==> src/rtl/common_pkg.sv <==
// Shared types and constants for the AXI4-Lite command master.
package common_pkg;

    typedef enum logic [2:0] {
        IDLE    = 3'd0,
        WR_REQ  = 3'd1,
        WR_RESP = 3'd2,
        RD_REQ  = 3'd3,
        RD_DATA = 3'd4,
        RSP     = 3'd5
    } state_e;

    localparam logic [1:0] RESP_OKAY   = 2'b00;
    localparam logic [1:0] RESP_EXOKAY = 2'b01;
    localparam logic [1:0] RESP_SLVERR = 2'b10;
    localparam logic [1:0] RESP_DECERR = 2'b11;

endpackage

==> src/rtl/axi4_lite_master.sv <==
// Single-outstanding AXI4-Lite master: takes one command, runs the matching
// write (AW+W then B) or read (AR then R) transaction and returns a response.
// All AXI and response outputs come straight from registers.
module axi4_lite_master
    import common_pkg::*;
#(
    parameter int ADDR_WIDTH = 32
) (
    input  logic                  clk,
    input  logic                  rst,
    // command side
    input  logic                  cmd_valid,
    output logic                  cmd_ready,
    input  logic                  cmd_write,
    input  logic [ADDR_WIDTH-1:0] cmd_addr,
    input  logic [31:0]           cmd_wdata,
    input  logic [3:0]            cmd_wstrb,
    // response side
    output logic                  rsp_valid,
    input  logic                  rsp_ready,
    output logic                  rsp_write,
    output logic [31:0]           rsp_rdata,
    output logic [1:0]            rsp_resp,
    output logic                  busy,
    // AXI4-Lite master channels
    output logic [ADDR_WIDTH-1:0] m_axi_awaddr,
    output logic                  m_axi_awvalid,
    input  logic                  m_axi_awready,
    output logic [31:0]           m_axi_wdata,
    output logic [3:0]            m_axi_wstrb,
    output logic                  m_axi_wvalid,
    input  logic                  m_axi_wready,
    input  logic [1:0]            m_axi_bresp,
    input  logic                  m_axi_bvalid,
    output logic                  m_axi_bready,
    output logic [ADDR_WIDTH-1:0] m_axi_araddr,
    output logic                  m_axi_arvalid,
    input  logic                  m_axi_arready,
    input  logic [31:0]           m_axi_rdata,
    input  logic [1:0]            m_axi_rresp,
    input  logic                  m_axi_rvalid,
    output logic                  m_axi_rready
);

    state_e                state_q, state_d;
    logic [ADDR_WIDTH-1:0] addr_q, addr_d;
    logic [31:0]           wdata_q, wdata_d;
    logic [3:0]            wstrb_q, wstrb_d;
    logic                  write_q, write_d;
    logic                  awvalid_q, awvalid_d;
    logic                  wvalid_q, wvalid_d;
    logic                  arvalid_q, arvalid_d;
    logic                  aw_done_q, aw_done_d;
    logic                  w_done_q, w_done_d;
    logic                  rsp_write_q, rsp_write_d;
    logic [31:0]           rsp_rdata_q, rsp_rdata_d;
    logic [1:0]            rsp_resp_q, rsp_resp_d;

    logic aw_hs_s;
    logic w_hs_s;

    assign aw_hs_s = awvalid_q & m_axi_awready;
    assign w_hs_s  = wvalid_q & m_axi_wready;

    // Handshake-facing outputs are decoded from the state register or taken
    // from capture registers, so no input reaches an output combinationally.
    assign cmd_ready     = (state_q == IDLE);
    assign busy          = (state_q != IDLE);
    assign rsp_valid     = (state_q == RSP);
    assign m_axi_bready  = (state_q == WR_RESP);
    assign m_axi_rready  = (state_q == RD_DATA);
    assign m_axi_awvalid = awvalid_q;
    assign m_axi_wvalid  = wvalid_q;
    assign m_axi_arvalid = arvalid_q;
    assign m_axi_awaddr  = addr_q;
    assign m_axi_araddr  = addr_q;
    assign m_axi_wdata   = wdata_q;
    assign m_axi_wstrb   = wstrb_q;
    assign rsp_write     = rsp_write_q;
    assign rsp_rdata     = rsp_rdata_q;
    assign rsp_resp      = rsp_resp_q;

    // Next-state, channel-valid and capture logic for the transaction FSM.
    always_comb begin
        state_d     = state_q;
        addr_d      = addr_q;
        wdata_d     = wdata_q;
        wstrb_d     = wstrb_q;
        write_d     = write_q;
        awvalid_d   = awvalid_q;
        wvalid_d    = wvalid_q;
        arvalid_d   = arvalid_q;
        aw_done_d   = aw_done_q;
        w_done_d    = w_done_q;
        rsp_write_d = rsp_write_q;
        rsp_rdata_d = rsp_rdata_q;
        rsp_resp_d  = rsp_resp_q;

        case (state_q)
            IDLE: begin
                if (cmd_valid) begin
                    // address and strobes pass through untouched, zero strobes included
                    addr_d    = cmd_addr;
                    wdata_d   = cmd_wdata;
                    wstrb_d   = cmd_wstrb;
                    write_d   = cmd_write;
                    aw_done_d = 1'b0;
                    w_done_d  = 1'b0;
                    if (cmd_write) begin
                        state_d   = WR_REQ;
                        awvalid_d = 1'b1;
                        wvalid_d  = 1'b1;
                    end else begin
                        state_d   = RD_REQ;
                        arvalid_d = 1'b1;
                    end
                end else begin
                    state_d = IDLE;
                end
            end
            WR_REQ: begin
                // AW and W complete independently; each valid drops after its own handshake
                if (aw_hs_s) begin
                    awvalid_d = 1'b0;
                    aw_done_d = 1'b1;
                end else begin
                    awvalid_d = awvalid_q;
                end
                if (w_hs_s) begin
                    wvalid_d = 1'b0;
                    w_done_d = 1'b1;
                end else begin
                    wvalid_d = wvalid_q;
                end
                if ((aw_done_q || aw_hs_s) && (w_done_q || w_hs_s)) begin
                    state_d = WR_RESP;
                end else begin
                    state_d = WR_REQ;
                end
            end
            WR_RESP: begin
                if (m_axi_bvalid) begin
                    rsp_write_d = write_q;
                    rsp_rdata_d = 32'h0000_0000;
                    rsp_resp_d  = m_axi_bresp;
                    state_d     = RSP;
                end else begin
                    state_d = WR_RESP;
                end
            end
            RD_REQ: begin
                if (m_axi_arready) begin
                    arvalid_d = 1'b0;
                    state_d   = RD_DATA;
                end else begin
                    state_d = RD_REQ;
                end
            end
            RD_DATA: begin
                if (m_axi_rvalid) begin
                    rsp_write_d = write_q;
                    rsp_rdata_d = m_axi_rdata;
                    rsp_resp_d  = m_axi_rresp;
                    state_d     = RSP;
                end else begin
                    state_d = RD_DATA;
                end
            end
            RSP: begin
                // error responses are reported as-is, never retried
                if (rsp_ready) begin
                    state_d = IDLE;
                end else begin
                    state_d = RSP;
                end
            end
            default: begin
                state_d   = IDLE;
                awvalid_d = 1'b0;
                wvalid_d  = 1'b0;
                arvalid_d = 1'b0;
                aw_done_d = 1'b0;
                w_done_d  = 1'b0;
            end
        endcase
    end

    // State and capture registers; reset aborts any transaction at once.
    always_ff @(posedge clk or posedge rst) begin
        if (rst) begin
            state_q     <= IDLE;
            addr_q      <= {ADDR_WIDTH{1'b0}};
            wdata_q     <= 32'h0000_0000;
            wstrb_q     <= 4'h0;
            write_q     <= 1'b0;
            awvalid_q   <= 1'b0;
            wvalid_q    <= 1'b0;
            arvalid_q   <= 1'b0;
            aw_done_q   <= 1'b0;
            w_done_q    <= 1'b0;
            rsp_write_q <= 1'b0;
            rsp_rdata_q <= 32'h0000_0000;
            rsp_resp_q  <= 2'b00;
        end else begin
            state_q     <= state_d;
            addr_q      <= addr_d;
            wdata_q     <= wdata_d;
            wstrb_q     <= wstrb_d;
            write_q     <= write_d;
            awvalid_q   <= awvalid_d;
            wvalid_q    <= wvalid_d;
            arvalid_q   <= arvalid_d;
            aw_done_q   <= aw_done_d;
            w_done_q    <= w_done_d;
            rsp_write_q <= rsp_write_d;
            rsp_rdata_q <= rsp_rdata_d;
            rsp_resp_q  <= rsp_resp_d;
        end
    end

endmodule
==> config.mk <==
export PLATFORM = sky130hd
export DESIGN_NAME = axi4_lite_master
export DESIGN_NICKNAME = d
export VERILOG_FILES = /design/src/rtl/common_pkg.sv /design/src/rtl/axi4_lite_master.sv
export SDC_FILE = /design/constraint.sdc
export NUM_CORES = 1
export LEC_CHECK = 0
export CORE_ASPECT_RATIO = 1.2
export CORE_UTILIZATION = 40
export CTS_CLUSTER_SIZE = 8
export DETAILED_ROUTE_END_ITERATION = 10
export PLACE_DENSITY_LB_ADDON = 0.12
export SYNTH_ARGS = -nofsm -noshare
export SYNTH_HDL_FRONTEND = slang
export SYNTH_SLANG_ARGS = --single-unit
==> constraint.sdc <==
create_clock -name clk -period 4.6 [get_ports clk]
set_clock_uncertainty 0.2 [all_clocks]
set_input_delay 0.92 -clock clk [delete_from_list [all_inputs] [get_ports clk]]
set_output_delay 0.92 -clock clk [all_outputs]
set_load 0.01 [all_outputs]
==> results of run 1 <==
worst max-delay path, stage by stage, from the launching register on:
cell and delay [ns]:
dfrtp_1 0.60, nor3_1 0.45, clkdlybuf4s50_1 0.62
kinds of logic (layout without fill, tap and decap cells):
| family | Yosys count | in the layout | synth area share, % |
|---|---|---|---|
| flops | 112 | 112 | 57.3 |
| buf+inv | 89 | 315 | 10.5 |
| fa+ha+maj | 1 | 1 | 0.256 |
| simple gates | 51 | 51 | 5.06 |
| mux | 108 | 108 | 24.0 |
| compound gates | 20 | 20 | 2.86 |
state kept, by name (all words and copies together) (netlist names), 2 cells and up:
register and cells:
m_axi_araddr 32, rsp_rdata 32, m_axi_wdata 32, m_axi_wstrb 4
rsp_resp 2, state_q 3
placed cells by master, fill, tap and decap left out, types with 2 or more instances in the layout:
master / synthesis / layout
a2111oi_0: 2 / 2
a21oi_1: 6 / 5
a221o_1: 2 / 2
a31oi_1: 2 / 2
a32oi_1: 2 / 2
buf_4: 32 / 4
clkbuf_16: 0 / 9
clkdlybuf4s50_1: 0 / 256
clkinv_2: 0 / 2
dfrtp_1: 112 / 112
inv_1: 39 / 38
inv_6: 0 / 2
mux2_1: 6 / 6
mux2_2: 69 / 69
mux2i_1: 33 / 33
nand2_1: 35 / 35
nand3b_1: 2 / 2
nor2b_1: 2 / 2
nor3_1: 4 / 4
o21ai_0: 3 / 3
o22a_1: 2 / 2
final timing paths:
path / startpoint / endpoint / slack (ns) / depth (start not counted)
setup / recovery: state_q[0] / cmd_ready / 1.47 / 2
hold / removal: aw_done_q / aw_done_q / 0.30 / 1
setup reg to reg: state_q[2] / rsp_rdata[11] / 2.19 / 4
hold reg to reg: aw_done_q / aw_done_q / 0.30 / 1
max in group asynchronous: rst / rsp_rdata[0] / 2.47 / 3
min in group asynchronous: rst / m_axi_araddr[12] / 0.89 / 2
layout make-up:
| cell class | instances | area share (%) |
|---|---|---|
| Clock inverter | 6 | 0.851 |
| Sequential cell | 112 | 36.7 |
| Timing Repair Buffer | 260 | 33.9 |
| Clock buffer | 10 | 3.13 |
| Tap cell | 157 | 2.57 |
| Multi-Input combinational cell | 180 | 20.9 |
| Inverter | 39 | 1.95 |
power by group through the flow:
stage               clock [uW]  combinational (uW)  sequential [uW]
finish                     794                2460             1760
CTS                        815                2500             1770
global route               853                2640             1820
detailed placement           0                2490             1780
global placement             0                2450             1750
floorplan                    0                1070             1910
layer usage:
metal | share of wire (%) | vias up | global-route usage (%)
li1 | - | 1676 | -
met2 | 51 | 156 | 35.5
met4 | 1.9 | 0 | 7.57
met5 | 0 | - | 0
met3 | 8.5 | 17 | 4.64
met1 | 39 | 1728 | 22.0
per-stage QoR:
step | setup slack (ns) | total power [uW]
after floorplan | 0.521 | 2990
after global placement | 1.53 | 4200
after detailed placement | 1.47 | 4270
after CTS | 1.45 | 5080
after global routing | 1.34 | 5320
final | 1.47 | 5010
==> impl_metrics.yaml, run 1 <==
layout:
  finalNonFillerCells: 764
  syn_to_final_growth_pct: 56.2
  layout.nets: 717
  multiInputGateArea_mm2: 0.00160
  fin_area_mm2: 0.00764
  antennaDiodeCount: 0
  drive_gt1_share_pct: 15.7
  register_area_mm2: 0.00280
  final_util_pct: 65.1
  num-fill-cells: 979
clocking:
  cts_tree: "yes"
  cts.clk_slew.worst_paths_ns: 0.07
  htree_levels: 3
  root_buffer: "clkbuf_16"
  insertion_delay_ns: 0.34
  cts_buffers: 9
  clock-sinks: 112
  cts-resized-gates: 0
  cts_max_path_buffers: 2
  ctsHoldBuffers: 0
  postCtsSetupBuffers: 0
sta:
  tightestPinTransition_ns: 0.936
  whs_ns: 0.301
  setup_viol: 0
  min_period_ns: 3.13
  post-route-period-util_pct: 68.0
  finalHoldViolCount: 0
  rsz0062_at_grt: "false"
  timing.slew.headroom_pct: 37.6
  fmax_mhz: 320
  setup_tns_ns: 0
  slew_violations: 0
pwr:
  ir_worst_vdd_uv: 309
  p_comb_share_pct: 49.1
  powerDensity_mw_per_mm2: 656
  p_leak_uw: 0.00311
  swShare_pct: 32.0
  seqPwrFrac_pct: 35.1
  power_frac_clock_pct: 15.8
  p_sw_uw: 1600
  internal-power_uw: 3410
placed_design:
  place_congestion: 0.743
  dp_hpwl_mm: 9.24
  port_buffers: 256
  dpl_cell_area_mm2: 0.00734
  dp_cells: 748
worst_setup_path:
  worstSetupStartpointType: "flop"
  cp.arrival_ns: 2.01
  cp_max_fo: 16
  cp-end-kind: "output port"
  criticalPathCategory: "flop to output port"
  crit_required_ns: 3.48
routing:
  via_per_inst: 4.68
  drc: 0
  routed_wl_mm: 12.4
  ant_nets: 0
  dr.pass1.iters: 4
  wl_per_cell_um: 16.3
  vias: 3577
  drtIter0Drc: 79
die:
  ios: 257
  core_area_mm2: 0.0117
  die_h_um: 123
  die_area_mm2: 0.0127
  start_util_pct: 41.7
  die_x_um: 103
  rows: 43
yosys:
  syn-num-nets: 496
  synthesis.area_mm2: 0.00489
  yosysTopAreaCellShare_pct: 57.3
  avgSynthCellArea_um2: 12.8
  yosysMostFrequentCell: "dfrtp_1"
  synth_largest_area_cell: "dfrtp_1"
  synthTopCellsByCount: "dfrtp_1, mux2_2, inv_1"
  yosys_most_used_dff: "dfrtp_1"
  synth-seq-cells: 112
  synth-seq-area-share_pct: 57.3
  synth_edf_count: 0
  syn_inst: 381
  synth_cell_types: 30
  yosys_warnings: 0
  synth_area_leaders: "dfrtp_1, mux2_2, mux2i_1"
  synthArstFlopShare_pct: 100
grt:
  grt_start_max_net_pins: 72
  grt-ovfl-total: 0
  antenna_found_initial: 0
  grt_pass1_wl_mm: 18.7
  track_usage_pct: 19.6
  grt_pass1_vias: 3636
worst_hold_path:
  min_path_type: "flop to flop"
flow_run:
  maxCapViolations: 0
run_status:
  status: "completed"
(Power assumes the default switching activity.)
==> inputs of run 2 (changes only) <==
- clock period: 4.6 -> 3 ns (I/O delays scaled with it)
==> run 2 against run 1 <==
Effect of this change:
- sequential power is 52% higher
- combinational power is 57% higher
- register-to-register slack worse by 1.5 ns
- sequential share of layout area is 0.37 points lower
- die area stayed put
- critical path type unchanged
- critical endpoint unchanged
==> impl_metrics.yaml, run 2 (synthesis gave the netlist of run 1 again) <==
clocking:
  root_buffer: "clkbuf_16"
  cts_buffers: 9
  cts_max_path_buffers: 2
  postCtsSetupBuffers: 0
  htree_levels: 3
  cts_tree: "yes"
  cts.clk_slew.worst_paths_ns: 0.07
  clock-sinks: 112
  ctsHoldBuffers: 0
  insertion_delay_ns: 0.34
  cts-resized-gates: 0
worst_setup_path:
  criticalPathCategory: "flop to output port"
  timing.reg2reg.setup_slack_ns: 0.64
  cp-startpoint: "state_q[1]"
  r2r_end: "m_axi_araddr[22]"
  endpoint: "cmd_ready"
  worstSetupStartpointType: "flop"
  rr_startpoint: "state_q[0]"
  crit_required_ns: 2.20
  cp.arrival_ns: 2.02
  cp-end-kind: "output port"
  cp_max_fo: 14
  ff2ff_path_depth: 4
sta:
  postLayoutSetupSlackWorst_ns: 0.181
  timing.slew.headroom_pct: 61.4
  setup_viol: 0
  post-route-period-util_pct: 94.0
  fmax_mhz: 355
  finalHoldViolCount: 0
  tightestPinTransition_ns: 0.577
  min_period_ns: 2.82
  setup_tns_ns: 0
  rsz0062_at_grt: "false"
  slew_violations: 0
layout:
  final_common_cell: "clkdlybuf4s50_1"
  layout.nets: 722
  final_cell_mix: "clkdlybuf4s50_1, dfrtp_1, mux2_2"
  num-fill-cells: 969
  drive_gt1_share_pct: 16.3
  finalNonFillerCells: 769
  syn_to_final_growth_pct: 57.8
  multiInputGateArea_mm2: 0.00160
  register_area_mm2: 0.00280
  antennaDiodeCount: 0
flow_run:
  maxCapViolations: 0
run_status:
  status: "completed"
grt:
  antenna_found_initial: 0
  grt_pass1_wl_mm: 19.0
  grt_start_max_net_pins: 57
  track_usage_pct: 19.9
  grt-ovfl-total: 0
  grt_pass1_vias: 3851
routing:
  drc: 0
  dr.pass1.iters: 4
  via_per_inst: 4.71
  vias: 3620
  drtIter0Drc: 113
  ant_nets: 0
  wl_per_cell_um: 16.2
  routed_wl_mm: 12.5
placed_design:
  dp_cells: 753
  place_worst_setup_slack_ns: 0.329
  place_congestion: 0.796
  port_buffers: 256
  dp_hpwl_mm: 9.59
pwr:
  p_leak_uw: 0.00314
  ir_worst_vdd_uv: 490
  powerDensity_mw_per_mm2: 995
die:
  ios: 257
  die_area_mm2: 0.0127
  rows: 43
  start_util_pct: 41.7
  die_x_um: 103
  die_h_um: 123
  core_area_mm2: 0.0117
worst_hold_path:
  min_path_type: "flop to flop"
==> run 2: cell types whose count changed in the layout (fill, tap and decap cells not counted) <==
cell and delta:
buf_12 +4, clkinv_4 +3, buf_4 +1, bufinv_16 -1, clkbuf_8 +1, clkinv_2 -1, inv_4 -1, inv_6 -1
==> run 2: where the power goes <==
group	total, uW	leakage [uW]	switching (uW)	internal, uW
Sequential	2670	0.00139	458	2210
Clock	1160	0.000146	544	616
Combinational	3850	0.00161	1460	2390
Total	7680	0.00314	2460	5220
==> run 2: stage by stage <==
| stage | utilization, % | hold WS (ns) | power (uW) | area (um^2) |
|---|---|---|---|---|
| floorplan | - | 0.261 | 4580 | 4900 |
| global placement | 63.3 | 0.274 | 6480 | 7430 |
| detailed placement | 63.3 | 0.292 | 6600 | 7430 |
| CTS | 65.8 | 0.308 | 7780 | 7720 |
| global route | 65.8 | 0.313 | 8130 | 7720 |
| finish | 65.8 | 0.306 | 7680 | 7720 |
==> run 2: per-layer routing <==
layer | GRT usage (%) | part of all wire, %
met5 | 0 | 0
met3 | 5.82 | 10
met1 | 21.1 | 35
met2 | 36.3 | 53
met4 | 8.54 | 2.2
==> run 2: cell type report <==
type | instances | share of cell area [%]
repair buffers | 265 | 34.7
multi-input cells | 180 | 20.7
well taps | 157 | 2.54
clock buffers | 11 | 3.27
inverters | 39 | 1.95
flip-flops and latches | 112 | 36.3
clock inverters | 5 | 0.519
==> run 2: worst min path at each step <==
stage / from / to / slack, ns / cells after the start
after global placement: w_done_q / w_done_q / 0.27 / 1
after CTS: write_q / write_q / 0.31 / 1
after global routing: write_q / rsp_write / 0.31 / 1
after detailed placement: write_q / write_q / 0.29 / 1
after floorplan: aw_done_q / aw_done_q / 0.26 / 1
final: m_axi_wdata[17] / m_axi_wdata[17] / 0.31 / 1
==> run 2: critical path, cell delays in order (launching register included) <==
cell             delay, ns
dfrtp_1               0.54
nor3_1                0.50
clkdlybuf4s50_1       0.64
==> inputs of run 3 (changes only) <==
- CTS_BUF_LIST: unset -> sky130_fd_sc_hd__clkbuf_4 sky130_fd_sc_hd__clkbuf_8 sky130_fd_sc_hd__clkbuf_16
- SETUP_SLACK_MARGIN: unset -> 0.15
==> run 3 against run 2 <==
Effect of this change:
- global-route usage unchanged
- cell count is the same
- maximum frequency is 4.0% higher
- total power hardly changed
- cell area hardly changed
- setup slack better by 0.11 ns
- combinational power hardly changed
- wire length barely moved
- critical path type unchanged
- critical endpoint is now m_axi_bready
- largest cell class unchanged
- largest power group unchanged
==> impl_metrics.yaml, run 3 (synthesis gave the netlist of run 1 again) <==
worst_setup_path:
  cp.arrival_ns: 1.91
  worstSetupStartpointType: "flop"
  cp-end-kind: "output port"
  cp_max_fo: 14
  cp_slowest_cell: "dfrtp_1"
  worstPathCellList: "inv_1 > nor3_1 > clkdlybuf4s50_1"
  criticalPathCategory: "flop to output port"
  critPathBufInv: 2
  crit_required_ns: 2.20
  critical-path-max-stage-delay_ns: 0.64
  path_delay_family: "buffers and inverters"
pwr:
  p_leak_uw: 0.00314
  powerDensity_mw_per_mm2: 995
  ir_worst_vdd_uv: 490
die:
  core_area_mm2: 0.0117
  die_area_mm2: 0.0127
  ios: 257
  die_h_um: 123
  die_x_um: 103
  start_util_pct: 41.7
  rows: 43
sta:
  min_period_ns: 2.71
  timing.slew.headroom_pct: 61.5
  finalHoldViolCount: 0
  setup_viol: 0
  setup_tns_ns: 0
  slew_violations: 0
  fmax_mhz: 369
  tightestPinTransition_ns: 0.577
  rsz0062_at_grt: "true"
  post-route-period-util_pct: 90.4
layout:
  layout.nets: 722
  syn_to_final_growth_pct: 57.9
  final_util_pct: 65.9
  final_cell_mix: "clkdlybuf4s50_1, dfrtp_1, mux2_2"
  final_common_cell: "clkdlybuf4s50_1"
  multiInputGateArea_mm2: 0.00160
  drive_gt1_share_pct: 16.5
  num-fill-cells: 969
  register_area_mm2: 0.00280
  antennaDiodeCount: 0
  fin_area_mm2: 0.00772
flow_run:
  maxCapViolations: 0
placed_design:
  dpl_cell_area_mm2: 0.00743
  place_congestion: 0.796
  dp_hpwl_mm: 9.59
  port_buffers: 256
grt:
  grt_pass1_wl_mm: 19.0
  grt_start_max_net_pins: 57
  grt-ovfl-total: 0
  track_usage_pct: 19.9
  antenna_found_initial: 0
  grt_pass1_vias: 3851
routing:
  ant_nets: 0
  wl_per_cell_um: 16.2
  dr.pass1.iters: 4
  drt-met1-wl_mm: 4.41
  via_per_inst: 4.71
  vias: 3619
  drc: 0
  routed.top_layer: "met4"
  wl_met2_mm: 6.60
  drtIter0Drc: 108
  wl_met3_mm: 1.23
  routed_wl_mm: 12.5
clocking:
  postCtsSetupBuffers: 0
  insertion_delay_ns: 0.34
  cts_buffers: 9
  cts_tree: "yes"
  cts_max_path_buffers: 2
  root_buffer: "clkbuf_16"
  cts.clk_slew.worst_paths_ns: 0.07
  htree_levels: 3
  clock-sinks: 112
  ctsHoldBuffers: 0
run_status:
  status: "completed"
worst_hold_path:
  min_path_type: "flop to flop"
-- run 3: cell type report --
| class | count | share of cell area, % |
|---|---|---|
| Timing Repair Buffer | 265 | 34.7 |
| Multi-Input combinational cell | 180 | 20.7 |
| Clock buffer | 11 | 3.27 |
| Sequential cell | 112 | 36.3 |
| Inverter | 39 | 1.94 |
| Clock inverter | 5 | 0.518 |
| Tap cell | 157 | 2.54 |
-- run 3: per-stage QoR --
step | power, uW | hold slack [ns] | std cells | worst slack [ns]
global placement | 6480 | 0.274 | 753 | 0.377
global route | 8140 | 0.313 | 769 | 0.147
CTS | 7780 | 0.308 | 769 | 0.177
detailed placement | 6600 | 0.292 | 753 | 0.329
floorplan | 4580 | 0.261 | 381 | 0.843
finish | 7680 | 0.306 | 769 | 0.289
-- run 3: layer usage --
layer / vias to the layer above / track usage [%]
met5: - / 0
met3: 17 / 5.82
met2: 152 / 36.3
met4: 0 / 8.54
li1: 1695 / -
met1: 1755 / 21.1
-- run 3: worst paths after layout --
check	to	from	slack [ns]	cells past startpoint
max in group asynchronous	m_axi_wdata[25]	rst	1.66	3
min in group asynchronous	m_axi_awvalid	rst	0.48	3
setup / recovery	m_axi_bready	state_q[1]	0.29	3
setup reg to reg	m_axi_araddr[22]	state_q[0]	0.63	4
hold / removal	m_axi_wdata[17]	m_axi_wdata[17]	0.31	1
hold reg to reg	m_axi_wdata[17]	m_axi_wdata[17]	0.31	1
-- run 3: report_power, final --
| part | internal [uW] | leakage (uW) | switching (uW) | total [uW] |
|---|---|---|---|---|
| combinational | 2390 | 0.00161 | 1460 | 3850 |
| clock | 616 | 0.000146 | 544 | 1160 |
| sequential | 2210 | 0.00139 | 460 | 2670 |
| total | 5220 | 0.00314 | 2460 | 7680 |
-- run 3: repair_timing --
action / 4_1_cts / 5_1_grt
endpoints found under the setup margin: 0 / 2
gates resized for setup: 0 / 1
endpoints found under the hold margin: 0 / 0
